**src/rtl/core_pkg.sv**
```systemverilog
// Shared fetch-path types: the IF->ID beat layout, the NOP bubble encoding
// and the state encoding of the IF/ID skid register.
package core_pkg;

    localparam int XLEN = 32;

    localparam logic [XLEN-1:0] NOP_INST = 32'h0000_0013;

    typedef struct packed {
        logic [XLEN-1:0] pc;
        logic [XLEN-1:0] instruction;
        logic [XLEN-1:0] pc_plus4;
    } fetch_beat_t;

    typedef enum logic [1:0] {
        EMPTY = 2'd0,
        ONE   = 2'd1,
        TWO   = 2'd2
    } if_id_state_e;

endpackage

```
**src/rtl/if_id_skid_reg.sv**
```systemverilog
// IF/ID pipeline register with a 2-entry skid buffer; the IF-side ready is
// registered so the stall path from ID never reaches back into fetch.
//
// state | meaning
// EMPTY | no valid beat; NOP bubble driven toward ID
// ONE   | main register valid, skid empty
// TWO   | main and skid valid; IF-side ready held low
module if_id_skid_reg #(
    parameter int                  XLEN     = core_pkg::XLEN,
    parameter logic [XLEN-1:0]     NOP_INST = core_pkg::NOP_INST
) (
    input  logic            clk,
    input  logic            rst_n,
    input  logic            flush_i,
    input  logic            in_valid_i,
    output logic            in_ready_o,
    input  logic [XLEN-1:0] in_pc_i,
    input  logic [XLEN-1:0] in_instruction_i,
    input  logic [XLEN-1:0] in_pc_plus4_i,
    output logic            out_valid_o,
    input  logic            out_ready_i,
    output logic [XLEN-1:0] out_pc_o,
    output logic [XLEN-1:0] out_instruction_o,
    output logic [XLEN-1:0] out_pc_plus4_o
);
    import core_pkg::*;

    if_id_state_e state_q, state_d;
    fetch_beat_t  main_q, main_d;
    fetch_beat_t  skid_q, skid_d;
    logic         in_ready_q, in_ready_d;

    fetch_beat_t  in_beat;
    logic         main_vld;
    logic         accept;
    logic         consume;

    assign in_beat  = '{pc: in_pc_i, instruction: in_instruction_i, pc_plus4: in_pc_plus4_i};
    assign main_vld = (state_q != EMPTY);
    assign accept   = in_valid_i & in_ready_q;
    assign consume  = main_vld & out_ready_i;

    always_comb begin
        state_d = state_q;
        main_d  = main_q;
        skid_d  = skid_q;
        case (state_q)
            EMPTY: begin
                if (accept) begin
                    main_d  = in_beat;
                    state_d = ONE;
                end
            end
            ONE: begin
                if (accept && consume) begin
                    main_d = in_beat;
                end else if (accept) begin
                    skid_d  = in_beat;
                    state_d = TWO;
                end else if (consume) begin
                    state_d = EMPTY;
                end
            end
            TWO: begin
                if (consume) begin
                    main_d  = skid_q;
                    state_d = ONE;
                end
            end
            default: state_d = EMPTY;
        endcase
        // A redirect drops everything, including a beat accepted this cycle;
        // main keeps its old payload so the invalid pc outputs stay quiet.
        if (flush_i) begin
            state_d = EMPTY;
            main_d  = main_q;
            skid_d  = skid_q;
        end
        in_ready_d = (state_d != TWO);
    end

    always_ff @(posedge clk) begin
        if (!rst_n) begin
            state_q    <= EMPTY;
            main_q     <= '0;
            skid_q     <= '0;
            in_ready_q <= 1'b0;
        end else begin
            state_q    <= state_d;
            main_q     <= main_d;
            skid_q     <= skid_d;
            in_ready_q <= in_ready_d;
        end
    end

    assign in_ready_o        = in_ready_q;
    assign out_valid_o       = main_vld;
    assign out_pc_o          = main_q.pc;
    assign out_pc_plus4_o    = main_q.pc_plus4;
    assign out_instruction_o = main_vld ? main_q.instruction : NOP_INST;

endmodule
```
**config.mk**
```make
export PLATFORM = sky130hd
export DESIGN_NAME = if_id_skid_reg
export DESIGN_NICKNAME = d
export VERILOG_FILES = /design/src/rtl/core_pkg.sv /design/src/rtl/if_id_skid_reg.sv
export SDC_FILE = /design/constraint.sdc
export NUM_CORES = 1
export LEC_CHECK = 0
export BUFFER_PORTS_ARGS = -buffer_cell sky130_fd_sc_hd__buf_4
export CELL_PAD_IN_SITES_DETAIL_PLACEMENT = 0
export CELL_PAD_IN_SITES_GLOBAL_PLACEMENT = 2
export CORE_ASPECT_RATIO = 0.8
export CORE_MARGIN = 2
export CORE_UTILIZATION = 29
export CTS_CLUSTER_SIZE = 8
export DETAILED_ROUTE_END_ITERATION = 7
export PLACE_DENSITY_LB_ADDON = 0.1
export SETUP_SLACK_MARGIN = 0.3
export SLEW_MARGIN = 5
export SYNTH_ARGS = -nofsm -noshare
export SYNTH_HDL_FRONTEND = slang
export SYNTH_SLANG_ARGS = --single-unit
```
**constraint.sdc**
```tcl
create_clock -name clk -period 1.5 [get_ports clk]
set_input_delay 0.075 -clock clk [delete_from_list [all_inputs] [get_ports clk]]
set_output_delay 0.075 -clock clk [all_outputs]
set_load 0.05 [all_outputs]
```
Word level (Yosys, flattened, before mapping):

Index checks and enable logic that the tools add are counted.

* bits in registers: 195

* equal/unequal tests: 6
* multiplexer cells: 12
* bitwise gates (word level): 4
* reductions and logical operators: 6

Operators by type and width (count)
* 96-bit two-way mux: 3
* 96-bit one-hot mux with 3 select lines: 1
* 32-bit two-way mux: 1
* 2-bit two-way mux: 6
* 2-bit != test, second input constant: 4
* 2-bit one-hot mux with 3 select lines: 1
* 5-bit AND reduction: 1
* 4-bit AND reduction: 1
* 3-bit nonzero test: 1
* 1-bit bitwise AND: 2
* 2-bit by 1-bit == test with 1-bit output, second input constant: 1
* 2-bit == test, second input constant: 1
* 2-bit logical NOT: 1
* 1-bit NOT: 2
* 2-bit nonzero test: 1
* 1-bit logical AND: 1

Logic depth before layout (Yosys ltp):

* depth after elaboration: 8
* depth in mapped cells: 7
* depth with buffers taken out: 4

Worst setup path after synthesis:

No wires, ideal clock.

* kind: reg-to-reg
* from: register in_ready_q (netlist: in_ready_o)
* to: register skid_q[93] (netlist bit)
* data arrival time: 1766 ps
* data required time: 1384 ps
* setup slack: -382 ps
* cell stages (with the launch flop): 8
* buffers on the path: 3
* clock period less this slack: 1882 ps
* cell sequence: dfxtp_1 > nand4bb_1 > or3b_1 > buf_2 > buf_6 > buf_2 > nand2_1 > a21boi_1

* longest elaborated chain between the ends: 4

Ends and longest elaborated chain
* start: declaration: line if_id_skid_reg.sv:31 `logic in_ready_q, in_ready_d;`
* start signal: assignment: line if_id_skid_reg.sv:92 `in_ready_q <= in_ready_d;`
* 1-bit bitwise AND *: line if_id_skid_reg.sv:40 `assign accept = in_valid_i & in_ready_q;`
* 1-bit logical AND: line if_id_skid_reg.sv:55 `if (accept && consume) begin`
* 1-bit NOT (no line)
* 4-bit AND reduction (no line) *
* end signal: assignment: line if_id_skid_reg.sv:91 `skid_q <= skid_d;`
* end: declaration: line if_id_skid_reg.sv:30 `fetch_beat_t skid_q, skid_d;`

Mark *: on every way between the ends. The rest lies on a longest branch, timed or not.
A chain may end at the register's enable or synchronous reset.

Worst setup path after layout:

* from: register state_q[0]
* to: register main_q[40] (netlist bit)

* longest elaborated chain between the ends: 5
* elaborated cells between the ends (all ways): 12

Ends and longest elaborated chain
* start: declaration: line if_id_skid_reg.sv:28 `if_id_state_e state_q, state_d;`
* start signal: assignment: line if_id_skid_reg.sv:89 `state_q <= state_d;`
* 2-bit nonzero test: line if_id_skid_reg.sv:39 `assign main_vld = (state_q != EMPTY);`
* 1-bit bitwise AND: line if_id_skid_reg.sv:41 `assign consume = main_vld & out_ready_i;`
* 1-bit logical AND: line if_id_skid_reg.sv:55
* 2-bit != test (no line)
* 5-bit AND reduction (no line)
* end signal: assignment: line if_id_skid_reg.sv:90 `main_q <= main_d;`
* end: declaration: line if_id_skid_reg.sv:29 `fetch_beat_t main_q, main_d;`

Several ways; a longest one is shown, not always the timed one.

==> results.md <==
- Die ar.: 0.0318 mm²
- Post-Syn Area per Cell: 9.14 µm²
- # port buffers: 198
- Crit path depth: 7
- Clk slew on worst S/H paths: 0.07 ns
- DRC errors left: 0
- Die width: 199 µm
- Count leader, synth: nand2_1
- Critical Path Start Type: flip-flop
- Period utilisation layout: 1.12
- Number of flops mapped to enable cells by yosys: 0
- Worst-path cell chain: nor2b_2 > o21ai_4 > buf_6 > clkbuf_16 > buf_12 > clkbuf_16 > o211a_1
- Family with the most delay on the worst path: buffers and inverters
- Reg2Reg Setup Slack: -0.18 ns
- Crit path kind: reg2reg
- Crit path capture: main_q[40]
- Largest net degree at the start of global routing: 40
- Total power: 12.0 mW
- Outcome: complete, but fails checks
- Post-route ant nets: 0
- Min Tclk post-route: 1.68 ns
- Gr usage total: 0.155
- CP peak stage delay: 0.43 ns
- Area contributors post-synth: dfxtp_1 44%, nand2_1 12%, mux2i_1 11%
- Finished Core Util: 0.477
- LEAKAGE: 7.15 nW
- Clock Skew: 0.00977 ns
- CP Data Required Time: 1.82 ns
- CP startpoint: state_q[0]
- Min-Delay Startpoint: flush_i
- Initial antenna violation count: 2
- Fin. max-slew vios: 0
- Crit path max fanout: 7
- Synth cell count leaders: 290 x nand2_1, 195 x dfxtp_1, 97 x mux2i_1, 96 x a21boi_1, 96 x o211a_1
- Setup WS post-layout: -0.177 ns
- Worst r2r src: state_q[0]
- First-pass GRT wire length: 38,700 µm
- Post-Layout Cell Count: 1,665
- DRT Pass-1 Iters: 4
- Clock latency on the worst-skew pair: 0.43 ns
- Gr ovfl total: 0
- Achievable Freq: 596 MHz
- Slowest CP cell: dfxtp_2
- Share of cells above drive strength 1: 0.376
- FF+latch count, synth: 195
- Core area: 0.0301 mm²
- Cell area power density: 838 mW/mm²
- DP Worst Slack: -0.0652 ns
- Iteration-0 DRC Markers: 277
- Ys Warns: 0
- Final net count: 1,340
- Die height: 160 µm
- CTS sink count: 195
- Area leader, netlist: dfxtp_1
- R2R depth: 7
- Synth Cell Area: 0.00880 mm²
- Worst slew margin: 0.770
- Ports: 199
- CTS root buffer: clkbuf_16
- CTS HTree Levels: 4
- Clk buf depth: 2
- Std cell rows: 57
- Crit path buf inv count: 4
- Commonest register cell after synthesis: dfxtp_1
- Worst Path Arrival: 2.00 ns
- RSZ-0062 raised after global routing: true
- Initial core utilization: 0.292
- CTS tree: built
- CTS Buf Count: 17
- FF-to-FF End: main_q[40]
- Syn Nets: 1,063
- Post-DP HPWL: 15,900 µm
- Setup TNS Final: -24.27 ns
- VDD IR-drop max: 0.756 mV
- Final hold violation count: 0
- Violations in the final reports: negative setup slack
- Slew @ Worst Pin: 0.346 ns
- WL final: 28,200 µm
- Vias in the first global route: 7,161
- Routability cong.: 0.687
- Hold Crit Class: in2reg
- Fraction of registers with async set/reset: 0
- Max cap viols: 0
- Setup violators final: 226
- Placed cell count: 1,478
- Critical Path Most Common Cell: clkbuf_16
- Post-synth top area share: 0.444
- Unique masters post-synth: 23
- Synthesis-to-finish area growth: 63.3%
- Drt wl/cell: 17.0 µm
- Seq/Total Area, Yosys: 0.444
- Critical path endpoint category: flip-flop
- Via count: 7,518
- Vias per cell: 4.52
- Post-Synthesis Cells: 962
worst min-delay path, stage by stage:
cell     delay [ns]
buf_4          0.09
buf_4          0.11
and3b_1        0.17
state kept, by name, indices dropped and copies added, names as in the netlist:
register / count
out_pc_o: 32
main_q: 32
in_ready_o: 1
skid_q: 96
out_pc_plus4_o: 32
state_q: 2
area by class of cell:
class	instances	area, µm²
Multi-Input combinational cell	625	4790
Tap cell	413	517
Inverter	1	6.26
Antenna cell	2	5.00
Sequential cell	195	3910
Clock buffer	22	475
Clock inverter	8	103
Fill cell	2927	15700
Timing Repair Buffer	399	4560
cell usage in the layout (no fill, tap or decap), types with 2 or more instances in the layout:
cell type,count
clkbuf_1,3
diode_2,2
nand2_4,23
buf_16,12
o211a_1,96
clkbuf_16,41
or2_4,3
clkinv_2,2
dlygate4sd3_1,97
mux2i_1,76
clkinvlp_4,2
a21boi_2,9
a21boi_1,87
buf_12,33
dfxtp_2,2
dfxtp_1,192
nand2_1,223
nor2b_4,27
nand2_2,44
buf_8,17
mux2i_4,8
buf_6,37
buf_4,180
nor2b_2,3
mux2i_2,13
bufinv_16,2
clkinv_4,2
how the worst min path moves through the flow:
| stage | to | depth (start not counted) |
|---|---|---|
| floorplan | skid_q[0] | 2 |
| global placement | skid_q[68] | 3 |
| detailed placement | skid_q[52] | 3 |
| CTS | state_q[0] | 3 |
| global route | state_q[0] | 3 |
| finish | state_q[0] | 3 |
metrics by stage:
| step | area [µm²] | hold slack, ns |
|---|---|---|
| detailed placement | 10900 | 0.342 |
| CTS | 13100 | 0.0148 |
| global route | 14400 | 0.0244 |
| finish | 14400 | 0.0527 |
| global placement | 10900 | 0.333 |
| floorplan | 9160 | 0.210 |
where the power goes:
group,switching [mW],leakage [nW],internal [mW],total [mW]
combinational,0.960,5.29,0.994,1.95
sequential,0.0877,1.58,5.32,5.41
clock,2.09,0.277,2.59,4.68
total,3.14,7.15,8.91,12.0
logic make-up (layout without fill, tap and decap cells):
family                 count (synthesis)  after routing  share of synthesized area
and+or+nand+nor                      332            332                      0.156
muxes                                 97             97                      0.110
AOI/OAI and AO/OA                    196            196                      0.194
buffers and inverters                142            430                     0.0959
other                                  0              2                          0
DFF                                  195            195                      0.444
timing repair:
item | CTS | global route
resized for setup | 92 | 144
endpoints found under the hold margin | 168 | 0
gates cloned | 4 | 28
endpoints found under the setup margin | 227 | 228
pin swaps | 40 | 51
buffers inserted | 18 | 8
hold buffers | 97 | 0
metal layers:
metal	wire, µm	GRT usage	vias up	part of all wire
li1	-	-	3755	-
met1	14400	0.218	3638	0.51
met2	12700	0.240	116	0.45
met3	977	0.0355	9	0.035
met4	185	0.0380	0	0.0066
met5	0	0	-	0
Power figures use the tool's default switching activity.
